==> config.mk <==
export PLATFORM = sky130hd
export DESIGN_NAME = nibble_serial_adder_ctrl
export DESIGN_NICKNAME = d
export VERILOG_FILES = /design/src/rtl/nibble_serial_adder_ctrl_pkg.sv /design/src/rtl/nibble_serial_adder_ctrl_adder4.sv /design/src/rtl/nibble_serial_adder_ctrl.sv
export SDC_FILE = /design/constraint.sdc
export NUM_CORES = 1
export LEC_CHECK = 0
export CAP_MARGIN = 20
export CORE_ASPECT_RATIO = 0.5
export CORE_MARGIN = 2
export CORE_UTILIZATION = 54
export CTS_CLUSTER_DIAMETER = 40
export DETAILED_ROUTE_END_ITERATION = 7
export PLACE_DENSITY = 0.85
export REMOVE_ABC_BUFFERS = 1
export SLEW_MARGIN = 10
export SYNTH_ARGS = -nofsm -noshare
export SYNTH_HDL_FRONTEND = slang
export SYNTH_SLANG_ARGS = --single-unit
export TNS_END_PERCENT = 100
==> constraint.sdc <==
create_clock -name clk -period 3.1 [get_ports clk]
set_input_delay 0.465 -clock clk [delete_from_list [all_inputs] [get_ports clk]]
set_output_delay 0.465 -clock clk [all_outputs]
set_load 0.005 [all_outputs]
==> src/rtl/nibble_serial_adder_ctrl_pkg.sv <==
// Shared types and constants for the nibble-serial adder controller.
package adder_ctrl_pkg;

  localparam int SLICE_W = 4;

  typedef enum logic [1:0] {
    S_IDLE = 2'd0,
    S_RUN  = 2'd1,
    S_DONE = 2'd2
  } state_t;

endpackage

==> src/rtl/nibble_serial_adder_ctrl_adder4.sv <==
// 4-bit carry-lookahead adder slice, time-shared by the serial controller.
module adder_4
  import adder_ctrl_pkg::*;
(
  input  logic [SLICE_W-1:0] i_a,
  input  logic [SLICE_W-1:0] i_b,
  input  logic               i_c_in,
  output logic [SLICE_W-1:0] o_sum,
  output logic               o_c_out
);

  logic [SLICE_W-1:0] w_g;
  logic [SLICE_W-1:0] w_p;
  logic [SLICE_W:0]   w_c;

  assign w_g = i_a & i_b;
  assign w_p = i_a ^ i_b;

  // Flattened lookahead carries; no ripple between bit positions.
  assign w_c[0] = i_c_in;
  assign w_c[1] = w_g[0] | (w_p[0] & i_c_in);
  assign w_c[2] = w_g[1] | (w_p[1] & w_g[0]) | (w_p[1] & w_p[0] & i_c_in);
  assign w_c[3] = w_g[2] | (w_p[2] & w_g[1]) | (w_p[2] & w_p[1] & w_g[0])
                | (w_p[2] & w_p[1] & w_p[0] & i_c_in);
  assign w_c[4] = w_g[3] | (w_p[3] & w_g[2]) | (w_p[3] & w_p[2] & w_g[1])
                | (w_p[3] & w_p[2] & w_p[1] & w_g[0])
                | (w_p[3] & w_p[2] & w_p[1] & w_p[0] & i_c_in);

  assign o_sum   = w_p ^ w_c[SLICE_W-1:0];
  assign o_c_out = w_c[SLICE_W];

endmodule

==> src/rtl/nibble_serial_adder_ctrl.sv <==
// W-bit adder built from one 4-bit slice stepped LSB-first over W/4 cycles,
// with valid/ready handshakes on operands and result.
module nibble_serial_adder_ctrl
  import adder_ctrl_pkg::*;
#(
  parameter int W = 32
) (
  input  logic         clk,
  input  logic         rst_n,
  input  logic         in_valid,
  output logic         in_ready,
  input  logic [W-1:0] a,
  input  logic [W-1:0] b,
  input  logic         c_in,
  output logic         out_valid,
  input  logic         out_ready,
  output logic [W-1:0] sum,
  output logic         c_out,
  output logic         ovf,
  output logic         busy
);

  localparam int NIB = W / SLICE_W;
  localparam int CW  = (NIB > 1) ? $clog2(NIB) : 1;
  localparam logic [CW-1:0] CNT_LAST = CW'(NIB - 1);

  state_t            r_state;
  state_t            w_state_nxt;
  logic [W-1:0]      r_a_sr;
  logic [W-1:0]      r_b_sr;
  logic [W-1:0]      r_sum;
  logic [CW-1:0]     r_cnt;
  logic              r_carry;
  logic              r_c_out;
  logic              r_ovf;
  logic              r_a_msb;
  logic              r_b_msb;
  logic [SLICE_W-1:0] w_slice_sum;
  logic              w_slice_c;
  logic              w_last;
  logic [W-1:0]      w_sum_shift;

  adder_4 u_slice (
    .i_a     (r_a_sr[SLICE_W-1:0]),
    .i_b     (r_b_sr[SLICE_W-1:0]),
    .i_c_in  (r_carry),
    .o_sum   (w_slice_sum),
    .o_c_out (w_slice_c)
  );

  assign w_last = (r_cnt == CNT_LAST);

  // New nibble enters at the top so the LSB nibble ends at bit 0 after NIB steps.
  generate
    if (W == SLICE_W) begin : g_single
      assign w_sum_shift = w_slice_sum;
    end else begin : g_multi
      assign w_sum_shift = {w_slice_sum, r_sum[W-1:SLICE_W]};
    end
  endgenerate

  // State register.
  always_ff @(posedge clk or negedge rst_n) begin
    if (!rst_n) begin
      r_state <= S_IDLE;
    end else begin
      r_state <= w_state_nxt;
    end
  end

  // Next-state decode.
  always_comb begin
    w_state_nxt = r_state;
    case (r_state)
      S_IDLE: begin
        if (in_valid) w_state_nxt = S_RUN;
        else          w_state_nxt = S_IDLE;
      end
      S_RUN: begin
        if (w_last) w_state_nxt = S_DONE;
        else        w_state_nxt = S_RUN;
      end
      S_DONE: begin
        if (out_ready) w_state_nxt = S_IDLE;
        else           w_state_nxt = S_DONE;
      end
      default: w_state_nxt = S_IDLE;
    endcase
  end

  // Datapath: operand load, per-nibble shift/accumulate, result capture.
  always_ff @(posedge clk or negedge rst_n) begin
    if (!rst_n) begin
      r_a_sr  <= '0;
      r_b_sr  <= '0;
      r_sum   <= '0;
      r_cnt   <= '0;
      r_carry <= 1'b0;
      r_c_out <= 1'b0;
      r_ovf   <= 1'b0;
      r_a_msb <= 1'b0;
      r_b_msb <= 1'b0;
    end else begin
      case (r_state)
        S_IDLE: begin
          if (in_valid) begin
            r_a_sr  <= a;
            r_b_sr  <= b;
            r_carry <= c_in;
            r_cnt   <= '0;
            r_sum   <= '0;
            r_a_msb <= a[W-1];
            r_b_msb <= b[W-1];
          end
        end
        S_RUN: begin
          r_a_sr  <= r_a_sr >> SLICE_W;
          r_b_sr  <= r_b_sr >> SLICE_W;
          r_carry <= w_slice_c;
          r_cnt   <= r_cnt + CW'(1);
          r_sum   <= w_sum_shift;
          if (w_last) begin
            r_c_out <= w_slice_c;
            r_ovf   <= (r_a_msb == r_b_msb) && (w_slice_sum[SLICE_W-1] != r_a_msb);
          end
        end
        default: begin
        end
      endcase
    end
  end

  assign in_ready  = (r_state == S_IDLE);
  assign out_valid = (r_state == S_DONE);
  assign busy      = (r_state != S_IDLE);
  assign sum       = r_sum;
  assign c_out     = r_c_out;
  assign ovf       = r_ovf;

endmodule

### Yosys cells after proc, flatten, opt, wreduce, memory -nomap -nowiden

Cells that the tools add are included.

| storage, ports and cells | value |
|---|---|
| register bits after elaboration | 106 |
| input port bits | 69 |
| output and inout bits | 37 |
| word-level logic and storage cells | 67 |

| cells by class | value |
|---|---|
| add/sub/neg operators | 1 |
| equality and inequality tests | 6 |
| mux-type cells | 14 |
| bitwise logic cells | 29 |
| reduce and logical (&&, ||, !) cells | 7 |

Operator list:

| cell | number |
|---|---|
| $pmux W32 S2 | 3 |
| $mux W32 | 3 |
| $and A1 B1 Y1 | 16 |
| $or A1 B1 Y1 | 10 |
| $xor A4 B4 Y4 | 2 |
| $pmux W2 S3 | 1 |
| $pmux W3 S2 | 1 |
| $reduce_and A2 Y1 | 3 |
| $and A4 B4 Y4 | 1 |
| $mux W2 | 2 |
| $reduce_bool A2 Y1 | 2 |
| $add A3 B1 Y3 const B | 1 |
| $eq A3 B3 Y1 const B | 1 |
| $mux W3 | 1 |
| $eq A2 B1 Y1 const B | 1 |
| $eq A2 B2 Y1 const B | 1 |
| $logic_not A2 Y1 | 1 |
| $mux W1 | 2 |
| $ne A2 B2 Y1 const B | 1 |
| $pmux W1 S2 | 1 |
| $eq A1 B1 Y1 | 1 |
| $logic_and A1 B1 Y1 | 1 |
| $ne A1 B1 Y1 | 1 |

### Depth between registers and ports, before layout

| depth | value |
|---|---|
| depth after elaboration | 8 |
| depth in mapped cells | 6 |
| depth with buffers taken out | 6 |

### By module

A second synthesis with hierarchy kept.

| second synthesis, totals | value |
|---|---|
| cell total of the unflattened synthesis | 422 |
| area, all modules | 4619.4 um2 |

By module, submodules not included:

| module | instances | cells each | area an instance (um2) | seq. area each (um2) |
|---|---|---|---|---|
| nibble_serial_adder_ctrl | 1 | 405 | 4471.8 | 2652.5 |
| adder_4 | 1 | 17 | 147.6 | 0.0 |

### Worst setup path after synthesis

Ideal clock, no wire load.

| path | value |
|---|---|
| path type | register to register |
| from | register r_a_sr[0] |
| to | register r_ovf (netlist: ovf) |
| arrival time | 1.658 ns |
| path slack | 1.373 ns |
| stages on the path, launching flop included | 6 |
| path buffers | 0 |
| period minus slack after synthesis | 1.727 ns |
| cells stage by stage | dfrtp_1 ha_1 a21o_1 and4_1 or4_1 nand3_1 |

| on the way | value |
|---|---|
| longest elaborated chain between the ends | 7 |
| elaborated cells on any way between the ends | 10 |
| classes of those cells | eq/ne (1); bitwise (8); reduce/logical (1) |

RTL lines:

| item | RTL line | source |
|---|---|---|
| from (decl) | nibble_serial_adder_ctrl.sv:29 | `logic [W-1:0] r_a_sr;` |
| from (signal assigned) | nibble_serial_adder_ctrl.sv:117 | `r_a_sr <= r_a_sr >> SLICE_W;` |
| $and A4 B4 Y4 or $xor A4 B4 Y4 (tied branches) | nibble_serial_adder_ctrl_adder4.sv:16, nibble_serial_adder_ctrl_adder4.sv:17 |  |
| $and A1 B1 Y1 (on tied branches) | nibble_serial_adder_ctrl_adder4.sv:23, nibble_serial_adder_ctrl_adder4.sv:24 |  |
| $or A1 B1 Y1 or $and A1 B1 Y1 (tied branches) | nibble_serial_adder_ctrl_adder4.sv:23, nibble_serial_adder_ctrl_adder4.sv:24 |  |
| $or A1 B1 Y1 * | nibble_serial_adder_ctrl_adder4.sv:24 | `\| (w_p[2] & w_p[1] & w_p[0] & i_c_in);` |
| $xor A4 B4 Y4 * | nibble_serial_adder_ctrl_adder4.sv:29 | `assign o_sum = w_p ^ w_c[SLICE_W-1:0];` |
| $ne A1 B1 Y1 * | nibble_serial_adder_ctrl.sv:124 | `r_ovf <= (r_a_msb == r_b_msb) && (w_slice_sum[SLICE_W-1] != r_a_msb);` |
| $logic_and A1 B1 Y1 * | nibble_serial_adder_ctrl.sv:124 |  |
| to (signal assigned) | nibble_serial_adder_ctrl.sv:124 |  |
| to (decl) | nibble_serial_adder_ctrl.sv:35 | `logic r_ovf;` |

Every way passes the cells marked *; elsewhere a longest branch is shown, timed or not.
A chain may end at the register's enable or synchronous reset.

### Worst setup path in the final report

| path | value |
|---|---|
| from | register r_state[0] |
| to | output in_ready |

| on the way | value |
|---|---|
| longest elaborated chain between the ends | 1 |

RTL lines:

| item | RTL line | source |
|---|---|---|
| from (decl) | nibble_serial_adder_ctrl.sv:27 | `state_t r_state;` |
| from (signal assigned) | nibble_serial_adder_ctrl.sv:67 | `r_state <= w_state_nxt;` |
| $logic_not A2 Y1 | nibble_serial_adder_ctrl.sv:133 | `assign in_ready = (r_state == S_IDLE);` |
| to (decl) | nibble_serial_adder_ctrl.sv:11 | `output logic in_ready,` |

No other way between the ends.

==> results.txt <==
----------------------------------------------------
[CTS]
  Resized Gates After CTS ... 0
  Setup fix buffers added after clock tree synthesis ... 0
  Number of clock buffers inserted by TritonCTS ... 9
  Clock sink count ... ~110
  Number of hold buffers added after cts ... 0
  Clock tree from TritonCTS ... yes
  CTS Root Cell ... sky130_fd_sc_hd__clkbuf_16
  Clk slew on worst S/H paths ... around 0.07 ns
  Latest clock arrival within the worst-skew pair ... 0.34 ns
  Level count of the clock H-tree ... 3
  Maximum clock path buffer count ... 2

[STA]
  Worst-case headroom to the max-slew limit ... 40.8%
  Final worst path period share ... 66.7%
  Setup-violating endpoint count in the final report ... 0
  Max Clk Rate ... approximately 480 MHz
  Worst Tran Pin Value ... 0.888 ns
  Final number of max-transition violations ... 0
  Post-route minimum period ... just over 2 ns
  Unrepaired setup endpoints after global routing ... no
  Clock Skews ... around 0.0057 ns
  Final hold violations ... 0

[Power and ir drop]
  Power after layout ... 6.22 mW
  Power density normalized to cell area ... just over 1000 nW/um^2
  Leak ... between 2 and 3 nW
  Worst ir drop on vdd ... roughly 0.54 mV

[Layout]
  Footprint of the multi-input gates ... 1830 um^2
  Area delta synth->final ... 31.1%
  Fill cells ... a little over 600
  FF+latch area ... around 2700 um^2
  Net count, final ... about 700
  Share of cells above drive strength 1 ... 4.75%
  End-of-flow core utilization ... between 70% and 80%
  Final cell count without fillers ... approximately 740
  Area of all placed cells without fillers ... 6110 um^2
  Antenna diode count ... 0

[Synth]
  Number of flip-flops and latches in the synthesized netlist ... roughly 110
  Sequential share of the synthesized area ... a little under three fifths
  Number of standard cells after synthesis ... 540
  Syn avg cell area ... approximately 8.6 um^2
  Post-synthesis cell area ... ~4700 um^2
  Warning count from the yosys run ... 0
  Count of cell types in the netlist ... 31

[Floorplan]
  Vertical die dimension ... roughly 70 um
  Area of the die ... 9430 um^2
  Die X ... 135 um
  Core area ... roughly 8200 um^2
  # rows ... 23
  Top Ports ... approximately 110
  Initial core utilization ... between 50% and 60%

[Place]
  Placer's final routability congestion estimate ... ~0.76
  HPWL reported at the end of detailed placement ... about 6600 um
  Placed Cells incl. Taps ... approximately 730
  Post-placement cell area ... approximately 5800 um^2
  Number of port buffers ... approximately 110

[Drt]
  Total vias in the final route ... between 3000 and 4000
  DRT antenna net count ... 0
  Detailed-route DRC error count ... 0
  Final Routed Wirelength ... 10000 um
  Number of search-and-repair iterations in the first detailed-routing pass ... 5
  Drt wl/cell ... around 13 um
  Vias per Instance ... 5.32
  Starting DRC count in detailed routing ... 268

[Worst setup path]
  Critical path start-end classification ... register to primary output
  Critical-path maximum fanout ... 6
  Worst endpoint data arrival time ... 1.60 ns
  Critical path data required time ... about 2.6 ns
  Register-to-Register Path Depth ... 4
  Slack of the worst reg-to-reg path ... around 1.1 ns
  Worst setup SP type ... register
  Crit end category ... primary output

[GRT]
  Vias in the first global route ... about 3800
  Overflow left after global routing ... 0
  All-layer global routing usage ... a little under a quarter
  Antenna violations before repair ... 0
  Maximum number of pins on one net before global-route repair ... 89
  First-pass GRT wire length ... 17500 um

[Flow run]
  Number of max-cap violations ... 0

[Min path]
  Hold Crit Class ... primary input to asynchronous set/reset pin

[Run status]
  Outcome ... finished, final reports clean

----------------------------------------------------
[cells in the mapped netlist]
library cell               instances  share of area [%]
sky130_fd_sc_hd__nand3b_4          1               0.43
sky130_fd_sc_hd__nor2_1           60                4.8
sky130_fd_sc_hd__nand2_1         200                 16
sky130_fd_sc_hd__fa_1              1               0.43
sky130_fd_sc_hd__a21o_1            1               0.16
sky130_fd_sc_hd__nand2b_1          1               0.13
sky130_fd_sc_hd__a31oi_1          56                7.5
sky130_fd_sc_hd__a21oi_1           1               0.11
sky130_fd_sc_hd__a22oi_1           1               0.16
sky130_fd_sc_hd__clkbuf_2          1               0.11
sky130_fd_sc_hd__or3_1             1               0.13
sky130_fd_sc_hd__o21ai_0          46                4.9
sky130_fd_sc_hd__o21a_1            1               0.16
sky130_fd_sc_hd__o41ai_1           1               0.19
sky130_fd_sc_hd__o31ai_1           1               0.16
sky130_fd_sc_hd__clkbuf_1         24                1.9
sky130_fd_sc_hd__nand3_1           4               0.43
sky130_fd_sc_hd__dfrtp_1         106                 57
sky130_fd_sc_hd__buf_1             1              0.080
sky130_fd_sc_hd__ha_1              6                1.6
sky130_fd_sc_hd__and4_1            1               0.19
sky130_fd_sc_hd__buf_2             5               0.54
sky130_fd_sc_hd__a211oi_1          2               0.32
sky130_fd_sc_hd__nor3_1            1               0.11
sky130_fd_sc_hd__inv_1             5               0.40
sky130_fd_sc_hd__or4_1             1               0.16
sky130_fd_sc_hd__nor2b_1           2               0.27
sky130_fd_sc_hd__nor3b_1           1               0.16
sky130_fd_sc_hd__or2b_1            1               0.16
sky130_fd_sc_hd__xor2_1            1               0.19
sky130_fd_sc_hd__buf_4             6               0.97
[worst paths after layout]
check / startpoint / to
min: rst_n / r_a_sr[22]
max: r_state[0] / in_ready
max reg2reg: r_state[0] / sum[21]
min in group clk: r_b_sr[31] / r_b_sr[31]
min reg2reg: r_b_sr[31] / r_b_sr[31]
max in group asynchronous: rst_n / sum[21]
[layout by cell type, fill, tap and decap left out, types with 2 or more instances in the layout]
| cell | Yosys | final |
|---|---|---|
| sky130_fd_sc_hd__buf_12 | 0 | 2 |
| sky130_fd_sc_hd__buf_4 | 6 | 7 |
| sky130_fd_sc_hd__nor2_1 | 60 | 60 |
| sky130_fd_sc_hd__clkbuf_16 | 0 | 9 |
| sky130_fd_sc_hd__nand2_1 | 200 | 199 |
| sky130_fd_sc_hd__bufinv_16 | 0 | 2 |
| sky130_fd_sc_hd__nand3_1 | 4 | 4 |
| sky130_fd_sc_hd__a211oi_1 | 2 | 2 |
| sky130_fd_sc_hd__a31oi_1 | 56 | 56 |
| sky130_fd_sc_hd__o21ai_0 | 46 | 46 |
| sky130_fd_sc_hd__clkdlybuf4s50_1 | 0 | 104 |
| sky130_fd_sc_hd__ha_1 | 6 | 6 |
| sky130_fd_sc_hd__dfrtp_1 | 106 | 106 |
| sky130_fd_sc_hd__inv_1 | 5 | 5 |
| sky130_fd_sc_hd__clkinvlp_4 | 0 | 4 |
[registers in the layout, indices dropped and copies added (netlist names)]
| name | flops |
|---|---|
| c_out | 1 |
| ovf | 1 |
| r_a_msb | 1 |
| r_a_sr | 32 |
| r_b_msb | 1 |
| r_b_sr | 32 |
| r_carry | 1 |
| r_cnt | 3 |
| r_state | 2 |
| sum | 32 |
[final cells by class]
type | count | area share, %
sequential | 106 | 43.4
multi-input combinational | 392 | 30.0
timing repair buffer | 113 | 18.6
clock buffer | 10 | 3.91
tap | 112 | 2.29
clock inverter | 6 | 1.47
inverter | 5 | 0.307
[through the flow]
step / worst slack, ns / TNS (ns) / hold WS, ns
final: 1.03 / 0 / 0.0410
after CTS: 1.01 / 0 / 0.0408
after floorplan: -3.43 / -287.99 / 0.169
after global placement: 1.05 / 0 / 0.412
after detailed placement: 0.959 / 0 / 0.414
after global routing: 0.843 / 0 / 0.0559
[critical path, cell delays in order, from the launching register on]
cell	delay, ns
sky130_fd_sc_hd__dfrtp_1	0.47
sky130_fd_sc_hd__nor2_1	0.24
sky130_fd_sc_hd__clkdlybuf4s50_1	0.55
[cells by family after synthesis]
group | count (synthesis) | share of synthesized area, %
adder cells (fa/ha/maj) | 7 | 2.04
AO/OA/AOI/OAI | 110 | 13.7
flip-flops | 106 | 56.9
AND/OR/NAND/NOR | 274 | 23.1
buffers and inverters | 42 | 4.03
XOR/XNOR | 1 | 0.188
[where the power goes]
part | leakage [nW] | switching [mW] | internal (mW) | total (mW)
clock network | 0.147 | 0.503 | 0.729 | 1.23
registers | 1.28 | 0.410 | 2.03 | 2.44
logic | 1.25 | 1.40 | 1.14 | 2.54
total | 2.68 | 2.32 | 3.90 | 6.22
[metal layers]
metal	up-vias	track usage, %	part of all wire, %
li1	1971	-	-
met1	1888	30.8	45
met2	90	38.4	51
met3	8	5.26	3.3
met4	0	5.09	0.76
met5	-	0	0
Note: power is estimated with default switching activity, not from simulation.
